### config.mk
export PLATFORM = sky130hd
export DESIGN_NAME = router_fifo
export DESIGN_NICKNAME = d
export VERILOG_FILES = /design/src/rtl/router_pkg.sv /design/src/rtl/router_fifo_mem.sv /design/src/rtl/router_fifo.sv
export SDC_FILE = /design/constraint.sdc
export NUM_CORES = 1
export LEC_CHECK = 0
export BUFFER_PORTS_ARGS = -buffer_cell sky130_fd_sc_hd__buf_2
export CAP_MARGIN = 20
export CORE_MARGIN = 4
export CORE_UTILIZATION = 52
export DETAILED_ROUTE_END_ITERATION = 6
export PLACE_DENSITY = 0.65
export SLEW_MARGIN = 40
export SYNTH_ARGS = -nofsm -noshare
export SYNTH_HDL_FRONTEND = slang
export SYNTH_SLANG_ARGS = --single-unit
### constraint.sdc
create_clock -name clock -period 8.5 [get_ports clock]
set_input_delay 0.85 -clock clock [delete_from_list [all_inputs] [get_ports clock]]
set_output_delay 0.85 -clock clock [all_outputs]
set_load 0.01 [all_outputs]
### src/rtl/router_pkg.sv
// Shared constants for the 1x3 router output FIFOs.
// Header layout: payload length in [7:2], destination port in [1:0].
package router_pkg;

   localparam int DATA_W    = 8;
   localparam int DEPTH     = 16;
   localparam int LEN_MSB   = 7;
   localparam int LEN_LSB   = 2;
   localparam int ADDR_MSB  = 1;
   localparam int ADDR_LSB  = 0;
   localparam int PKT_CNT_W = 7;

endpackage

### src/rtl/router_fifo_mem.sv
// Storage array for one router output FIFO.
// One write port; unregistered read port, registered by the parent.
module router_fifo_mem #(
   parameter int DATA_W = 8,
   parameter int DEPTH  = 16,
   parameter int AW     = $clog2(DEPTH)
) (
   input  logic            clk_i,
   input  logic            we_i,
   input  logic [AW-1:0]   waddr_i,
   input  logic [DATA_W:0] wdata_i,
   input  logic [AW-1:0]   raddr_i,
   output logic [DATA_W:0] rdata_o
);

   logic [DATA_W:0] mem_q [DEPTH];

   // Contents are never cleared; reset only moves the pointers.
   always_ff @(posedge clk_i) begin
      if (we_i) begin
         mem_q[waddr_i] <= wdata_i;
      end
   end

   assign rdata_o = mem_q[raddr_i];

endmodule

### src/rtl/router_fifo.sv
// Per-port output FIFO of the 1x3 router with header flag
// and packet-boundary tracking.
module router_fifo #(
   parameter int DATA_W = router_pkg::DATA_W,
   parameter int DEPTH  = router_pkg::DEPTH
) (
   input  logic              clock,
   input  logic              resetn,
   input  logic              soft_reset,
   input  logic              write_enb,
   input  logic              lfd_state,
   input  logic [DATA_W-1:0] data_in,
   input  logic              read_enb,
   output logic [DATA_W-1:0] data_out,
   output logic              valid_out,
   output logic              pkt_busy,
   output logic              full,
   output logic              empty
);

   import router_pkg::*;

   localparam int AW    = $clog2(DEPTH);
   localparam int PTR_W = AW + 1;

   logic [PTR_W-1:0]     wr_ptr_q, wr_ptr_d;
   logic [PTR_W-1:0]     rd_ptr_q, rd_ptr_d;
   logic [PKT_CNT_W-1:0] pkt_cnt_q, pkt_cnt_d;
   logic [DATA_W-1:0]    data_q, data_d;
   logic                 valid_q, valid_d;
   logic                 push, pop;
   logic [DATA_W:0]      rd_word;

   assign empty = (wr_ptr_q == rd_ptr_q);
   assign full  = (wr_ptr_q[AW] != rd_ptr_q[AW]) &&
                  (wr_ptr_q[AW-1:0] == rd_ptr_q[AW-1:0]);

   assign push = write_enb && !full && !soft_reset;
   assign pop  = read_enb && !empty && !soft_reset;

   router_fifo_mem #(
      .DATA_W (DATA_W),
      .DEPTH  (DEPTH)
   ) u_mem (
      .clk_i   (clock),
      .we_i    (push),
      .waddr_i (wr_ptr_q[AW-1:0]),
      .wdata_i ({lfd_state, data_in}),
      .raddr_i (rd_ptr_q[AW-1:0]),
      .rdata_o (rd_word)
   );

   always_comb begin
      wr_ptr_d  = wr_ptr_q;
      rd_ptr_d  = rd_ptr_q;
      pkt_cnt_d = pkt_cnt_q;
      data_d    = data_q;
      valid_d   = 1'b0;
      if (soft_reset) begin
         wr_ptr_d  = '0;
         rd_ptr_d  = '0;
         pkt_cnt_d = '0;
         data_d    = '0;
      end else begin
         if (push) begin
            wr_ptr_d = wr_ptr_q + PTR_W'(1);
         end
         if (pop) begin
            rd_ptr_d = rd_ptr_q + PTR_W'(1);
            data_d   = rd_word[DATA_W-1:0];
            valid_d  = 1'b1;
            // Header reload covers the payload plus the parity byte.
            if (rd_word[DATA_W]) begin
               pkt_cnt_d = PKT_CNT_W'(rd_word[LEN_MSB:LEN_LSB])
                         + PKT_CNT_W'(1);
            end else if (pkt_cnt_q != '0) begin
               pkt_cnt_d = pkt_cnt_q - PKT_CNT_W'(1);
            end
         end
      end
   end

   always_ff @(posedge clock or negedge resetn) begin
      if (!resetn) begin
         wr_ptr_q  <= '0;
         rd_ptr_q  <= '0;
         pkt_cnt_q <= '0;
         data_q    <= '0;
         valid_q   <= 1'b0;
      end else begin
         wr_ptr_q  <= wr_ptr_d;
         rd_ptr_q  <= rd_ptr_d;
         pkt_cnt_q <= pkt_cnt_d;
         data_q    <= data_d;
         valid_q   <= valid_d;
      end
   end

   assign data_out  = data_q;
   assign valid_out = valid_q;
   assign pkt_busy  = (pkt_cnt_q != '0);

endmodule

-- Word level (Yosys, flattened, before mapping)
Memories as Yosys holds them, arrays and structs flattened.
Cells that the tools add are included.
W data, S select, Z words.
- memories kept: 1
- bits in latches: 0
- bits in read-only memories: 0
- bits in registers: 26
- output and inout bits: 12
- memory bits (writable): 144
- input bits: 14
- multiplexer cells: 14
- reductions and logical operators: 13
- div/mod/pow operators: 0
- eq/ne operators: 3
- multipliers: 0
- $add $sub $neg: 4
- bitwise logic cells: 0
- shift-type cells: 0
- order comparisons: 0
- memory list (name ; words ; width ; read ports ; clocked after Yosys merged registers in ; write ports ; line ; source):
    u_mem.mem_q ; 16 ; 9 ; 1 ; 0 ; 1 ; router_fifo_mem.sv:16 ; logic [DATA_W:0] mem_q [DEPTH];
- operators with widths (operator ; count):
    $mux W7 ; 4
    $mux W5 ; 4
    $mux W8 ; 2
    $add A5 B1 Y5 const B ; 2
    $add A6 B1 Y7 const B ; 1
    $reduce_bool A7 Y1 ; 1
    $sub A7 B1 Y7 const B ; 1
    $eq A5 B5 Y1 ; 1
    $logic_and A1 B1 Y1 ; 5
    $eq A4 B4 Y1 ; 1
    $mux W1 ; 4
    $reduce_bool A2 Y1 ; 2
    $logic_not A1 Y1 ; 3
    $reduce_bool A3 Y1 ; 1
    $reduce_and A2 Y1 ; 1
    $ne A1 B1 Y1 ; 1

-- Logic depth before layout (Yosys ltp)
Gate-level depths: netlist (run 1).
- word-level depth: 7
- depth in mapped cells: 10
- mapped depth without buffers: 8

-- Cells and area by module
A second synthesis (run 1) with hierarchy kept.
- cell total of the unflattened synthesis: 429
- area, all modules: 7349.5 um^2
- modules (own cells, without submodules) (module ; cells an instance ; area each (um^2) ; instances ; seq. area each (um^2)):
    router_fifo_mem ; 245 ; 5600.4 ; 1 ; 4324.1
    router_fifo ; 184 ; 1749.2 ; 1 ; 650.6

-- Worst setup path after synthesis (run 1)
OpenSTA, ideal clock, no wires.
- path kind: register to register
- from: register rd_ptr_q[0]
- to: memory u_mem.mem_q[1][0] in the netlist's numbering, enable pin
- arrival time: 2.329 ns
- cell stages (with the launch flop): 9
- data required time: 8.111 ns
- path slack: 5.782 ns
- library setup time: 0.389 ns
- cell sequence: dfrtp_1 > buf_6 > buf_4 > xnor2_1 > nand4_1 > o21a_1 > buf_2 > nor2b_1 > nor3b_1
- cells in the longest elaborated chain, start to end: 7
- RTL lines (what ; line ; source):
    from (decl) ; router_fifo.sv:27 ; logic [PTR_W-1:0] rd_ptr_q, rd_ptr_d;
    from (signal assigned) ; router_fifo.sv:92 ; rd_ptr_q <= rd_ptr_d;
    $eq A4 B4 Y1 ; router_fifo.sv:36 ; (wr_ptr_q[AW-1:0] == rd_ptr_q[AW-1:0]);
    $logic_and A1 B1 Y1 ; router_fifo.sv:35 ; assign full = (wr_ptr_q[AW] != rd_ptr_q[AW]) &&
    $logic_not A1 Y1 ; router_fifo.sv:38 ; assign push = write_enb && !full && !soft_reset;
    $logic_and A1 B1 Y1 (2 in a row) ; router_fifo.sv:38 ;
    $mux W1 ; router_fifo_mem.sv:20 ; if (we_i) begin
    $mux W1 (implied by the code) ; router_fifo_mem.sv:21 ; mem_q[waddr_i] <= wdata_i;
    to (decl) ; router_fifo_mem.sv:16 ;
No other way between the ends.

-- Worst setup path after layout (run 1)
- from: register pkt_cnt_q[0]
- to: output port pkt_busy
- cells in the longest elaborated chain, start to end: 1
- RTL lines (what ; line ; source):
    from (decl) ; router_fifo.sv:28 ; logic [PKT_CNT_W-1:0] pkt_cnt_q, pkt_cnt_d;
    from (signal assigned) ; router_fifo.sv:93 ; pkt_cnt_q <= pkt_cnt_d;
    $reduce_bool A7 Y1 ; router_fifo.sv:101 ; assign pkt_busy = (pkt_cnt_q != '0);
    to (decl) ; router_fifo.sv:16 ; output logic pkt_busy,
No other way between the ends.

==> results of run 1 <==
placed cells by master (no fill, tap or decap), types with 2 or more instances in the layout:
cell type / instances
a21oi_1: 17
a22oi_1: 11
and3_1: 12
buf_2: 25
buf_4: 6
clkbuf_1: 2
clkbuf_16: 17
clkinvlp_4: 4
dfrtp_1: 25
edfxtp_1: 144
ha_1: 7
inv_1: 5
inv_6: 2
inv_8: 4
mux2i_1: 2
mux4_1: 5
mux4_2: 35
nand2_1: 34
nand3_1: 3
nand4_1: 6
nor2_1: 19
nor2b_1: 4
nor3_1: 3
nor3b_1: 3
o21a_1: 2
o21ai_0: 5
o22ai_1: 2
or4_1: 3
xnor2_1: 8
xor2_1: 10
power breakdown:
group          switching (uW)  total, uW  internal [uW]
Combinational             182        326            143
Sequential               16.6        942            926
Clock                     330        712            382
Total                     529       1980           1450
worst reg2reg max path, cell delays in order, from the launching register on:
cell and delay [ns]:
dfrtp_2 0.34, buf_4 0.59, xnor2_1 0.17, nand4_1 0.18, o21a_1 0.33, nor2b_1 0.37, and3_1 0.61
registers in the layout (all words and copies together), names as in the netlist:
name,cells
u_mem.mem_q,144
data_out,8
pkt_cnt_q,7
rd_ptr_q,5
wr_ptr_q,5
valid_out,1
worst max-delay path by stage:
stage,end,slack [ns],depth (start not counted)
after floorplan,u_mem.mem_q[1][0]$_DFFE_PP_,5.78,8
after global placement,u_mem.mem_q[13][0]$_DFFE_PP_,5.48,7
after detailed placement,u_mem.mem_q[13][0]$_DFFE_PP_,5.42,7
after CTS,pkt_busy,5.36,5
after global routing,pkt_busy,5.27,5
final,pkt_busy,5.35,5
logic make-up (layout without fill, tap and decap cells):
| family | Yosys count | in the layout | synth area share |
|---|---|---|---|
| buf+inv | 26 | 68 | 0.0190 |
| flops | 170 | 170 | 0.706 |
| compound gates | 44 | 44 | 0.0406 |
| simple gates | 95 | 95 | 0.0667 |
| xor+xnor | 18 | 18 | 0.0224 |
| mux | 42 | 42 | 0.133 |
| fa+ha+maj | 7 | 7 | 0.0124 |
synthesized netlist by cell type, drive strengths merged:
library cell and count:
a211o 1, a21oi 18, a22oi 11, a2bb2oi 1
and2 2, and3 12, and4 1, buf 12
clkbuf 9, dfrtp 26, edfxtp 144, ha 7
inv 5, mux2i 2, mux4 40, nand2 34
nand2b 1, nand3 3, nand4 6, nor2 20
nor2b 4, nor3 3, nor3b 3, nor4 2
o21a 2, o21ai 6, o21ba 1, o22ai 3
o31ai 1, or3b 1, or4 3, xnor2 8
xor2 10
per-stage QoR:
stage / power [uW] / cell area (sq um) / utilization / cells
finish: 1980 / 7870 / 0.594 / 620
global route: 2070 / 7870 / 0.594 / 620
CTS: 1990 / 7870 / 0.594 / 620
detailed placement: 1290 / 7330 / 0.553 / 588
global placement: 1280 / 7330 / 0.553 / 588
floorplan: 1210 / 7050 / - / 402
metal layers:
metal	vias up	GRT usage	wire [um]
li1	1648	-	-
met2	127	0.279	6440
met4	0	0.0606	209
met1	1869	0.265	5940
met3	18	0.0519	843
met5	-	0	0
cell type report:
| type | instances | area, sq um | share of cell area |
|---|---|---|---|
| Sequential cell | 170 | 4980 | 0.632 |
| Timing Repair Buffer | 31 | 170 | 0.0216 |
| Multi-Input combinational cell | 206 | 1940 | 0.247 |
| Tap cell | 176 | 220 | 0.0280 |
| Inverter | 5 | 18.8 | 0.00238 |
| Clock inverter | 13 | 110 | 0.0140 |
| Clock buffer | 19 | 433 | 0.0550 |
==> results.toml, run 1 <==
[timing]
worst_pin_slew_ns = 0.751
whs_ns = 0.428
maxSlewViolCount = 0
slew-limit-headroom = 0.500
period_minus_slack_ns = 3.15
fin_crit_sh = 0.370
fin_ws_ns = 5.35
rsz0062_at_grt = "no"
hold_viol_final = 0
tns_ns = 0
skew_ns = 0.0119
setup_viol = 0
fmax_mhz = 318

[cts]
numCtsBuffers = 17
cts_tree = "done"
clk_path_buf_depth = 2
ctsRootBufferMaster = "clkbuf_16"
clk_pin_slew_worst_paths_ns = 0.06
post_cts_resized = 0
cts_setup_buffers = 0
clk_latency_ns = 0.43
clock_sinks = 170
cts.hold.buffers_added = 0
h-tree-depth = 4

[worst_setup_path]
startpoint = "pkt_cnt_q[0]$_DFFE_PN0P_"
crit_required_ns = 7.65
slowest_delay_ns = 0.57
worstPathMaxFanout = 7
critPathKind = "reg -> out"
end_kind = "output pin"
path_buf_inv = 2
arrival_ns = 2.30
worstReg2RegEnd = "u_mem.mem_q[8][7]$_DFFE_PP_"
critPathLaunchType = "flop"
path_delay_family = "simple AND/OR/NAND/NOR gates"
rr_worst_depth = 6
regToRegSetupSlack_ns = 5.53
reg2reg_from = "rd_ptr_q[0]$_DFFE_PN0P_"
crit_slowest_cell = "or4_1"
crit_chain = "inv_1, ha_1, or3b_1, or4_1, buf_2"

[floorplan]
rows = 42
start_util = 0.532
core_sq_um = 13200
die-area_sq_um = 15500
die_h_um = 124
dieWidth_um = 124
io_pins = 26

[synthesis]
synth_top_area_cell = "edfxtp_1"
synth_cell_types = 42
synth_area_sq_um = 7050
avgSynthCellArea_sq_um = 17.5
ys_top_cells_by_area = "edfxtp_1, mux4_2, dfrtp_1, mux4_1, nand2_1"
synth_seq_cells = 170
yosysSeqAreaShare = 0.706
ys_warn_count = 0
syn_nets = 423
yosysTopAreaCellShare = 0.613
syn_inst = 402

[finish]
area_growth_pct = 11.7
layout.nets = 452
drive_gt1_frac = 0.230
fillers = 1001
antenna_cells = 0

[grt]
grt_pass1_wl_um = 21600
antenna_found_initial = 0
grt_overflow_total = 0
track_usage = 0.185
grt_max_degree = 41
grt_pass1_vias = 3742

[routing]
wire_per_inst_um = 21.7
wl_um = 13400
drt_pre_antenna_iters = 5
via_count = 3662
post-route-drc-count = 0
drt_iter0_drc = 367
drt-vias-per-instance = 5.91
ant_nets = 0

[run]
maxCapViolCount = 0

[pwr]
power.density_nw_per_um2 = 251
cellLeakagePower_uw = 0.00269
ir_drop_uv = 213

[run_status]
status = "complete, no violations"

[place]
place.gp.congestion = 0.784
pre_cts_ws_ns = 5.42
io_buffers = 25
dp_hpwl_um = 8640

[worst_hold_path]
hold_class = "in -> async"
No activity file was read; power rests on OpenSTA's default activity.
==> run 2: changes to the inputs <==
clock period = 3.04 ns   (was 8.5 ns; I/O delays follow)
==> run 2 against run 1 <==
Net effect:
- non-clock buffer count up 17
- power increased to 2.9 times the previous value
- global-route usage increased by 2.0 points
- worst hold slack lost 0.18 ns
- sequential power grew to 2.8 times the previous value
- register-to-register slack got worse by 5.1 ns
- via count increased by 3.5%
- clock power rose to 3.1 times the previous value
- combinational power rose to 2.8 times the previous value
- setup slack got worse by 5.0 ns
- highest routed layer unchanged
==> results.toml, run 2 (synthesis results as in run 1) <==
[finish]
utilization = 0.610
antenna_cells = 0
area_growth_pct = 14.5
largest-register = "u_mem.mem_q"
final_common_cell = "edfxtp_1"
drive_gt1_frac = 0.258
largest_reg_flops = 144
fin_area_sq_um = 8070
final_cell_mix = "edfxtp_1, mux4_2, nand2_1"
layout.cells.non_filler = 637
layout.nets = 469

[worst_setup_path]
crit_required_ns = 3.39
critPathLaunchType = "flop"
worstPathMaxFanout = 13
worstReg2RegEnd = "pkt_cnt_q[2]$_DFFE_PN0P_"
end_kind = "flop"
slowest_delay_ns = 0.60
critPathKind = "reg -> reg"
startpoint = "rd_ptr_q[0]$_DFFE_PN0P_"
endpoint = "pkt_cnt_q[2]$_DFFE_PN0P_"
rr_worst_depth = 8
reg2reg_from = "rd_ptr_q[0]$_DFFE_PN0P_"
arrival_ns = 3.00
regToRegSetupSlack_ns = 0.39
crit_slowest_cell = "dfrtp_2"
crit_chain = "buf_4, mux4_2, a22oi_1, nand2_1, ha_1, xnor2_1, a211o_1, a21oi_1"

[timing]
slew-limit-headroom = 0.574
period_minus_slack_ns = 2.65
fin_crit_sh = 0.871
setup_viol = 0
maxSlewViolCount = 0
worst_pin_slew_ns = 0.639
skew_ns = 0.0148
fmax_mhz = 378
rsz0062_at_grt = "no"
hold_viol_final = 0
tns_ns = 0

[grt]
antenna_found_initial = 0
track_usage = 0.205
grt_pass1_vias = 3905
grt_overflow_total = 0
grt_pass1_wl_um = 23500
grt_max_degree = 30

[place]
place_area_sq_um = 7450
place.gp.congestion = 0.761
io_buffers = 25
placed_cells = 604
dp_hpwl_um = 9670

[floorplan]
core_sq_um = 13200
die_h_um = 124
die-area_sq_um = 15500
dieWidth_um = 124
start_util = 0.532
io_pins = 26
rows = 42

[routing]
drt-vias-per-instance = 5.95
wl_um = 15000
drt_pre_antenna_iters = 4
ant_nets = 0
via_count = 3791
post-route-drc-count = 0
drt_iter0_drc = 335
wire_per_inst_um = 23.5

[cts]
h-tree-depth = 4
clk_latency_ns = 0.43
clk_pin_slew_worst_paths_ns = 0.07
ctsRootBufferMaster = "clkbuf_16"
cts_setup_buffers = 0
cts.hold.buffers_added = 1
cts_tree = "done"
numCtsBuffers = 17
clock_sinks = 170
post_cts_resized = 0
clk_path_buf_depth = 2

[pwr]
cellLeakagePower_uw = 0.00282
p_sw_frac = 0.254
ir_drop_uv = 607
p_int_uw = 4330
clkPwrFrac = 0.384
power_switching_uw = 1480
power.density_nw_per_um2 = 719
seq_power_share = 0.457
pwr-share-comb = 0.159

[run]
maxCapViolCount = 0

[run_status]
status = "complete, no violations"

[worst_hold_path]
hold_class = "in -> reg"
[run 2: cell types whose count changed in the layout (fill, tap and decap cells not counted), sizes merged]
cell / previous run / this run
dlygate4sd3: 0 / 1
clkinvlp: 4 / 2
clkbuf: 19 / 18
buf: 31 / 47
bufinv: 0 / 3
[run 2: cell type report]
class / count / area (sq um)
fillers: 975 / 5170
flip-flops and latches: 170 / 4980
multi-input cells: 206 / 1940
clock buffers: 18 / 429
repair buffers: 48 / 300
well taps: 176 / 220
clock inverters: 14 / 185
inverters: 5 / 18.8
[run 2: how the worst min path moves through the flow]
stage | start | to | slack, ns | cells past startpoint
2_1_floorplan | resetn | data_out[0]$_DFFE_PN0P_ | 0.008 | 0
3_3_place_gp | resetn | rd_ptr_q[4]$_DFFE_PN0P_ | 0.34 | 1
3_5_place_dp | resetn | rd_ptr_q[4]$_DFFE_PN0P_ | 0.35 | 1
4_1_cts | data_in[7] | u_mem.mem_q[12][7]$_DFFE_PP_ | 0.23 | 1
5_1_grt | lfd_state | u_mem.mem_q[0][8]$_DFFE_PP_ | 0.24 | 1
6_report | lfd_state | u_mem.mem_q[1][8]$_DFFE_PP_ | 0.25 | 1
[run 2: layer usage]
metal / vias to the layer above / track usage / part of all wire
li1: 1682 / - / -
met1: 1959 / 0.285 / 0.42
met2: 132 / 0.328 / 0.51
met3: 18 / 0.0437 / 0.053
met4: 0 / 0.0664 / 0.014
met5: - / 0 / 0
[run 2: worst max-delay path: cells and delay by family (launching register included)]
kind / cells / cell delay (ns)
mux: 1 / 0.53
simple gates: 1 / 0.14
fa+ha+maj: 1 / 0.25
flops: 1 / 0.60
xor+xnor: 1 / 0.14
buf+inv: 1 / 0.29
compound gates: 3 / 0.61
[run 2: power groups by stage]
stage / clock network (uW) / logic, uW / registers [uW]
global route: 2380 / 1020 / 2660
detailed placement: 0 / 928 / 2700
floorplan: 0 / 700 / 2680
finish: 2230 / 926 / 2650
CTS: 2270 / 938 / 2650
global placement: 0 / 916 / 2700
[run 2: metrics by stage]
stage | total power, uW | setup slack, ns | hold WS [ns]
2_1_floorplan | 3380 | 0.322 | 0.00841
3_3_place_gp | 3610 | 0.450 | 0.337
3_5_place_dp | 3630 | 0.406 | 0.351
4_1_cts | 5860 | 0.384 | 0.234
5_1_grt | 6070 | 0.156 | 0.245
6_report | 5800 | 0.392 | 0.250
